`src/rtl/diffeq_operand_sender.sv`:
```
// Sends four operand nibbles to a differential-equation solver, pulses go,
// then waits (with timeout) for the solver result and holds it for a consumer.
//
// state    | meaning
// S_IDLE   | ready for a new operand set
// S_SEND_X | drive x, load_x high
// S_SEND_DX| drive dx, load_dx high
// S_SEND_A | drive a, load_a high
// S_SEND_U | drive u, load_u high
// S_GO     | one-cycle go pulse, timeout counter cleared
// S_WAIT   | waiting for sol_done or timeout expiry
// S_RESULT | result held until res_valid && res_ready
module diffeq_operand_sender #(
  parameter int NIB_W   = 4,
  parameter int OUT_W   = 16,
  parameter int TIMEOUT = 255
) (
  input  logic                    clk,
  input  logic                    reset,
  input  logic                    req_valid,
  output logic                    req_ready,
  input  logic [NIB_W-1:0]        x_in,
  input  logic [NIB_W-1:0]        dx_in,
  input  logic [NIB_W-1:0]        u_in,
  input  logic [NIB_W-1:0]        a_in,
  output logic [NIB_W-1:0]        in,
  output logic                    load_x,
  output logic                    load_dx,
  output logic                    load_a,
  output logic                    load_u,
  output logic                    go,
  input  logic                    sol_done,
  input  logic signed [OUT_W-1:0] sol_y,
  output logic                    res_valid,
  input  logic                    res_ready,
  output logic signed [OUT_W-1:0] res_y,
  output logic                    res_timeout,
  output logic                    busy
);

  localparam int CNT_W = 16;
  localparam logic [CNT_W-1:0] CNT_LAST = CNT_W'(TIMEOUT - 1);

  typedef enum logic [2:0] {
    S_IDLE, S_SEND_X, S_SEND_DX, S_SEND_A, S_SEND_U, S_GO, S_WAIT, S_RESULT
  } state_t;

  state_t state, state_nxt;

  logic [NIB_W-1:0] x_q, dx_q, u_q, a_q;
  logic [CNT_W-1:0] wait_cnt;
  logic             expired;

  assign expired = (wait_cnt == CNT_LAST);

  always_ff @(posedge clk or posedge reset) begin
    if (reset) state <= S_IDLE;
    else       state <= state_nxt;
  end

  always_comb begin
    state_nxt = state;
    case (state)
      S_IDLE:    if (req_valid) state_nxt = S_SEND_X;
      S_SEND_X:  state_nxt = S_SEND_DX;
      S_SEND_DX: state_nxt = S_SEND_A;
      S_SEND_A:  state_nxt = S_SEND_U;
      S_SEND_U:  state_nxt = S_GO;
      S_GO:      state_nxt = S_WAIT;
      S_WAIT:    if (sol_done || expired) state_nxt = S_RESULT;
      S_RESULT:  if (res_ready) state_nxt = S_IDLE;
      default:   state_nxt = S_IDLE;
    endcase
  end

  always_comb begin
    in        = '0;
    load_x    = 1'b0;
    load_dx   = 1'b0;
    load_a    = 1'b0;
    load_u    = 1'b0;
    go        = 1'b0;
    req_ready = (state == S_IDLE);
    busy      = (state != S_IDLE);
    res_valid = (state == S_RESULT);
    case (state)
      S_SEND_X:  begin in = x_q;  load_x  = 1'b1; end
      S_SEND_DX: begin in = dx_q; load_dx = 1'b1; end
      S_SEND_A:  begin in = a_q;  load_a  = 1'b1; end
      S_SEND_U:  begin in = u_q;  load_u  = 1'b1; end
      S_GO:      go = 1'b1;
      default:   ;
    endcase
  end

  // Operands are only sampled on the IDLE accept, so requests while busy are ignored.
  always_ff @(posedge clk or posedge reset) begin
    if (reset) begin
      x_q  <= '0;
      dx_q <= '0;
      u_q  <= '0;
      a_q  <= '0;
    end else if (state == S_IDLE && req_valid) begin
      x_q  <= x_in;
      dx_q <= dx_in;
      u_q  <= u_in;
      a_q  <= a_in;
    end
  end

  always_ff @(posedge clk or posedge reset) begin
    if (reset) begin
      wait_cnt <= '0;
    end else if (state == S_GO) begin
      wait_cnt <= '0;
    end else if (state == S_WAIT && !sol_done && !expired) begin
      wait_cnt <= wait_cnt + 1'b1;
    end
  end

  // sol_done takes priority over a simultaneous expiry.
  always_ff @(posedge clk or posedge reset) begin
    if (reset) begin
      res_y       <= '0;
      res_timeout <= 1'b0;
    end else if (state == S_WAIT) begin
      if (sol_done) begin
        res_y       <= sol_y;
        res_timeout <= 1'b0;
      end else if (expired) begin
        res_y       <= '0;
        res_timeout <= 1'b1;
      end
    end
  end

endmodule

```
`config.mk`:
```
export PLATFORM = sky130hd
export DESIGN_NAME = diffeq_operand_sender
export DESIGN_NICKNAME = d
export VERILOG_FILES = /design/src/rtl/diffeq_operand_sender.sv
export SDC_FILE = /design/constraint.sdc
export NUM_CORES = 1
export LEC_CHECK = 0
export CAP_MARGIN = 10
export CORE_ASPECT_RATIO = 0.75
export CORE_MARGIN = 1.5
export CORE_UTILIZATION = 52
export DETAILED_ROUTE_END_ITERATION = 8
export PLACE_DENSITY = 0.83
export SETUP_SLACK_MARGIN = 0.15
export SLEW_MARGIN = 20
export SYNTH_ARGS = -nofsm -noshare
export SYNTH_HDL_FRONTEND = slang
export SYNTH_SLANG_ARGS = --single-unit
```
`constraint.sdc`:
```
create_clock -name clk -period 4.1 [get_ports clk]
set_clock_uncertainty 0.2 [all_clocks]
set_input_delay 0.615 -clock clk [delete_from_list [all_inputs] [get_ports clk]]
set_output_delay 0.615 -clock clk [all_outputs]
set_load 0.02 [all_outputs]
```
# Word level (Yosys, flattened, before mapping)
# Cells that the tools add are included.
# word_totals
regBits	52
in_bits	37
wordCells	48
# op_classes
n_addsub	1
n_eq_ne	11
n_mux	16
n_reduce_logical	12
# op_table
op	count
2-to-1 mux 16 bit	4
case mux 3 bit (8 select lines)	1
adder 16 x 1 -> 16 bit (second input constant)	1
equality test 16 x 8 -> 1 bit (second input constant)	1
case mux 4 bit (4 select lines)	1
equality test 3 bit (second input constant)	4
2-to-1 mux 3 bit	3
2-to-1 mux 1 bit	7
equality test 3 x 2 -> 1 bit (second input constant)	2
inequality test 2 bit (second input constant)	2
nonzero test 2 bit	2
equality test 3 x 1 -> 1 bit (second input constant)	1
logical AND 1 bit	3
zero test 3 bit	1
AND reduction 3 bit	1
nonzero test 3 bit	1
zero test 1 bit	2
inequality test 2 x 1 -> 1 bit (second input constant)	1
AND reduction 2 bit	1
logical OR 1 bit	1

# Longest topological paths before layout
# Gate-level depths: netlist of run 1.
# depth
ltp_word	5
depth_mapped	7
depth_no_buf	6

# Worst setup path before layout of run 1
# No wires, ideal clock.
# synth_timing
kind	reg-to-output
start	register state[0]
end	output port in[0]
t_arrival_ns	1.733
required_time_ns	3.285
path_slack_ns	1.552
stages_incl_launch_ff	5
path_cell_list	dfrtp_1 > buf_2 > nor3b_1 > a22o_1 > a221o_1
# synth_between
elab_chain_len	2
elab_cells_between_ends	5
cone_classes	eq/ne: 4; mux: 1
# synth_lines
item	line	source
start: declaration	48	state_t state, state_nxt;
start signal: assignment	58	else state <= state_nxt;
equality test 3 bit (tied with other cells)	86	case (state)
case mux 4 bit (4 select lines) *	86	
end: declaration	26	output logic [NIB_W-1:0] in,
# Mark *: on every way between the ends. The rest lies on a longest branch, timed or not.

# Final worst setup path of run 1
# layout_timing
start	register state[1]
end	output port in[2]
# The elaborated chain is that of the path after synthesis.

==> results.cfg, run 1 <==
[run_status]
status = completed

[power_and_ir_drop]
p_comb_frac = 0.426
power_density_mw_per_mm2 = 616
vdd_drop_max_uv = 424
leakage_uw = 0.00134
switching_share = 0.362
p_int_uw = 1250
clkPwrFrac = 0.152
seqPwrFrac = 0.421
switchingPower_uw = 710

[yosys]
synth_edf_count = 0
synth_ff_type = dfrtp_1
synth_common_cells = 52 x dfrtp_1, 20 x a22o_1, 17 x mux2_2, 14 x nand2_1, 10 x a21oi_1
synth-seq-cells = 52
yosysTopAreaCell = dfrtp_1
avgSynthCellArea_sq_um = 11.9
async_flop_share = 1.00
ys_seq_area_frac = 0.537
yosys_warnings = 0
synth.cell_area_sq_mm = 0.00242
yosysUniqueCellTypes = 39
synthTopCellsByArea = dfrtp_1 54%, mux2_2 7.9%, a22o_1 7.2%, o31ai_1 2.5%, nand2_1 2.2%
yosysMostFrequentCell = dfrtp_1
synth.top_cell.area_share = 0.537
postSynthNetCount = 242
syn_inst = 203

[cts]
post_cts_buffers = 0
max-clock-path-buffers = 2
clk_pin_slew_worst_paths_ns = 0.10
clk_latency_ns = 0.30
cts_tree = done
numCtsBuffers = 5
hold_buffers = 0
clock-sinks = 52
cts_root_buffer = clkbuf_8
htree_levels = 2
cts_resized = 0

[hold_path]
hold-path-cell-count = 1
hold_class = flop to flop
hp-start = res_y[10]
hold_path_end = res_y[10]

[placement]
portBuffers = 65
finalWeightedCongestion = 0.906
dp_hpwl_um = 3940

[timing]
maxSlewHeadroom = 0.424
max_freq_mhz = 319
finalSetupTns_ns = 0
finalSetupViolCount = 0
fin_crit_ns = 3.13
finalHoldViolCount = 0
rsz0062_at_grt = false
worstMarginPinSlew_ns = 0.863
drv_slew = 0
min_period_over_period = 0.765

[routing]
viasPerCell = 5.82
dr.pass1.iters = 4
drc = 0
ant_nets = 0
avgRoutedWirePerCell_um = 16.6
drt_iter0_markers = 118
vias = 1880
routed_wl_um = 5350

[floorplanning]
rows = 21
die_area_sq_mm = 0.00508
io_pins = 66
core_sq_mm = 0.00447
die_h_um = 62.1
fp.dieW_um = 81.8
start_util = 0.543

[global_route]
antenna_found_initial = 0
grt_pass1_vias = 1798
grt_pass1_wl_um = 8810
grt_overflow = 0
grt_max_degree = 53
grt_usage = 0.226

[worst_setup_path]
r2r_end = wait_cnt[0]
cp-end-kind = output pin
slowest_stage = clkdlybuf4s50_1
timing.rr.start = wait_cnt[11]
cp_max_fo = 10
path_delay_family = buffers and inverters
cp.required_ns = 3.28
crit_path_max_incr_delay_ns = 0.62
reg2reg_depth = 4
crit_buf_inv = 1
startpoint_type = flop
cp.arrival_ns = 2.32
path_class = flop to output pin
worstPathCellList = nor3b_1 -> a22o_1 -> a221o_1 -> clkdlybuf4s50_1
r2r_setup_slack_ns = 1.64

[final_layout]
n_fill_cell = 338
post-route-util = 0.712
finalNetCount = 304
drive_above_1_share = 0.143
diodes = 0
synthToLayoutAreaGrowth_pct = 31.3

[job]
cap_violations = 0
## through the flow
stage                     instances  hold WS [ns]  worst slack [ns]  instance area [sq um]  total power (uW)
after CTS                       323         0.311             0.957                   3180              1980
final                           323         0.309             0.965                   3180              1960
after global placement          315         0.281              1.35                   3080              1640
after detailed placement        315         0.285              1.31                   3080              1670
after floorplan                 203         0.262              1.55                   2420              1320
after global routing            323         0.333             0.756                   3180              2080
## layer usage
metal | up-vias | GRT usage | part of all wire
li1 | 895 | - | -
met1 | 914 | 0.337 | 0.47
met2 | 63 | 0.328 | 0.45
met3 | 8 | 0.0574 | 0.065
met4 | 0 | 0.0572 | 0.013
met5 | - | 0 | 0
## state kept, by name, indices dropped and copies added (netlist names)
register     count
res_y           16
dx_q             4
res_timeout      1
u_q              4
a_q              4
state            3
x_q              4
wait_cnt        16
## cells by family after synthesis
group                    count (synthesis)  share of synthesized area
adder cells (fa/ha/maj)                  2                     0.0103
AO/OA/AOI/OAI                           52                      0.163
buffers and inverters                   16                     0.0346
multiplexers                            21                     0.0955
AND/OR/NAND/NOR                         60                      0.160
flip-flops                              52                      0.537
## power by group through the flow
stage,clock network [uW],logic (uW),registers [uW]
floorplan,0,451,870
global placement,0,821,824
detailed placement,0,841,832
CTS,307,845,826
global route,333,896,854
finish,299,836,826
## layout by cell type (no fill, tap or decap), types with 3 or more instances in the layout
cell             count
mux2i_1              4
inv_1                5
nor2_1               8
o31ai_1              8
nand3_1              5
mux2_2              17
or4_1                3
a221o_1              4
or4_2                4
nor3b_1              4
and2_1               3
clkbuf_8             5
dfrtp_1             52
a22o_1              20
nand2_1             14
a21oi_1             10
nor3_1               3
clkdlybuf4s50_1     65
o21ai_0              4
## how the worst max path moves through the flow
stage          endpoint  startpoint  depth (start not counted)  slack, ns
4_1_cts           in[2]    state[1]                          4       0.96
2_1_floorplan     in[0]    state[0]                          4       1.55
5_1_grt           in[2]    state[1]                          4       0.76
3_3_place_gp      in[3]    state[0]                          4       1.35
6_report          in[2]    state[1]                          4       0.97
3_5_place_dp      in[2]    state[1]                          4       1.31
## cell type report
class / instances / area [sq um] / share of cell area
inverter: 6 / 23.8 / 0.00747
tap: 57 / 71.3 / 0.0224
clock inverter: 3 / 27.5 / 0.00865
multi-input combinational: 135 / 1040 / 0.326
clock buffer: 5 / 68.8 / 0.0216
sequential: 52 / 1300 / 0.409
timing repair buffer: 65 / 651 / 0.204
Power figures use the tool's default switching activity.
==> inputs of run 2 (changes only) <==
- CORE_UTILIZATION: 52 -> 48
- PLACE_DENSITY: 0.83 -> 0.78
- clock period: 4.1 -> 2.9 ns (I/O delays scaled with it)
==> results.cfg, run 2 (same netlist as run 1, synthesis figures left out) <==
[timing]
fin_crit_ns = 2.72
maxSlewHeadroom = 0.536
drv_slew = 0
worstMarginPinSlew_ns = 0.696
finalSetupTns_ns = 0
rsz0062_at_grt = true
finalSetupViolCount = 0
max_freq_mhz = 367
setup_ws_ns = 0.175
finalHoldViolCount = 0
min_period_over_period = 0.940

[worst_setup_path]
cp.required_ns = 2.27
cp_max_fo = 10
cp.arrival_ns = 2.09
startpoint_type = flop
cp-end-kind = output pin
path_class = flop to output pin

[floorplanning]
die_h_um = 64.5
rows = 22
die_area_sq_mm = 0.00549
core_sq_mm = 0.00487
fp.dieW_um = 85.1
start_util = 0.497
io_pins = 66

[routing]
viasPerCell = 5.62
avgRoutedWirePerCell_um = 15.4
ant_nets = 0
drt_iter0_markers = 120
dr.pass1.iters = 6
routed_wl_um = 5160
drc = 1
vias = 1876

[cts]
hold_buffers = 0
cts_root_buffer = clkbuf_8
clk_pin_slew_worst_paths_ns = 0.09
htree_levels = 2
clk_latency_ns = 0.30
clock-sinks = 52
cts_tree = done
cts_resized = 2
max-clock-path-buffers = 2
post_cts_buffers = 0
numCtsBuffers = 5

[final_layout]
finalNetCount = 312
final_common_cell = clkdlybuf4s50_1
fin_area_sq_mm = 0.00326
drive_above_1_share = 0.182
diodes = 0
mostFrequentLayoutCells = 62 x clkdlybuf4s50_1, 49 x dfrtp_1, 20 x a22o_1, 17 x mux2_2, 14 x nand2_1
synthToLayoutAreaGrowth_pct = 34.6
top_regs = res_y x16, wait_cnt x16
instances_no_fill = 334
post-route-util = 0.670

[global_route]
gr-usage-met2 = 0.281
grt_pass1_wl_um = 8800
grt_overflow = 0
grt_pass1_vias = 1745
grt_max_degree = 29
top_usage_layer = met1
use_met1 = 0.321
antenna_found_initial = 0
met3_usage = 0.0561
grt_usage = 0.206

[placement]
place_area_sq_mm = 0.00316
portBuffers = 65
finalWeightedCongestion = 0.850
dp_hpwl_um = 3800
place_ws_ns = 0.397
placed_cells = 326

[power_and_ir_drop]
leakage_uw = 0.00142
power_density_mw_per_mm2 = 855
vdd_drop_max_uv = 525

[run_status]
status = finished with violations
violations = design-rule violations

[hold_path]
hold_class = primary input to async pin

[job]
cap_violations = 0
==> run 2: changes by cell type in the layout (fill, tap and decap cells not counted), sizes merged <==
cell / before / now
buf: 0 / 8
clkdlybuf4s50: 65 / 62
dlymetal6s2s: 0 / 2
clkbuf: 5 / 6
clkinvlp: 1 / 0
dlygate4sd2: 0 / 1
==> run 2: layout make-up <==
cell class | instances | area, sq um
tap | 60 | 75.1
inverter | 6 | 22.5
multi-input combinational | 135 | 1040
clock buffer | 6 | 82.6
fill | 367 | 1610
timing repair buffer | 73 | 727
sequential | 52 | 1310
clock inverter | 2 | 10.0
==> run 2: worst max-delay path: stages, from the launching register on <==
cell and delay (ns):
dfrtp_2 0.47, nor3b_1 0.16, buf_4 0.15, a22o_1 0.22, a221o_1 0.26, clkdlybuf4s50_1 0.54
==> run 2: path summary, 6_finish.rpt <==
path	start	to	slack, ns	cells after the start
hold / removal	reset	x_q[3]	0.30	2
max in group asynchronous	reset	state[1]	1.67	3
min in group clk	res_y[10]	res_y[10]	0.30	1
setup reg to reg	wait_cnt[0]	wait_cnt[8]	0.68	7
setup / recovery	state[1]	in[2]	0.18	5
hold reg to reg	res_y[10]	res_y[10]	0.30	1
==> run 2: report_power, final <==
| part | leakage [uW] | switching, uW | internal, uW |
|---|---|---|---|
| combinational | 0.000706 | 559 | 643 |
| clock | 0.0000510 | 222 | 191 |
| sequential | 0.000663 | 196 | 979 |
| total | 0.00142 | 978 | 1810 |
==> run 2: through the flow <==
step	power [uW]	hold WS, ns
after global placement	2380	0.284
after floorplan	1870	0.262
after CTS	2810	0.308
after detailed placement	2400	0.284
final	2790	0.298
after global routing	2980	0.325
==> run 2: metal layers <==
metal,part of all wire,vias to the layer above
li1,-,906
met1,0.49,905
met2,0.44,63
met3,0.070,2
met4,0.0031,0
met5,0,-
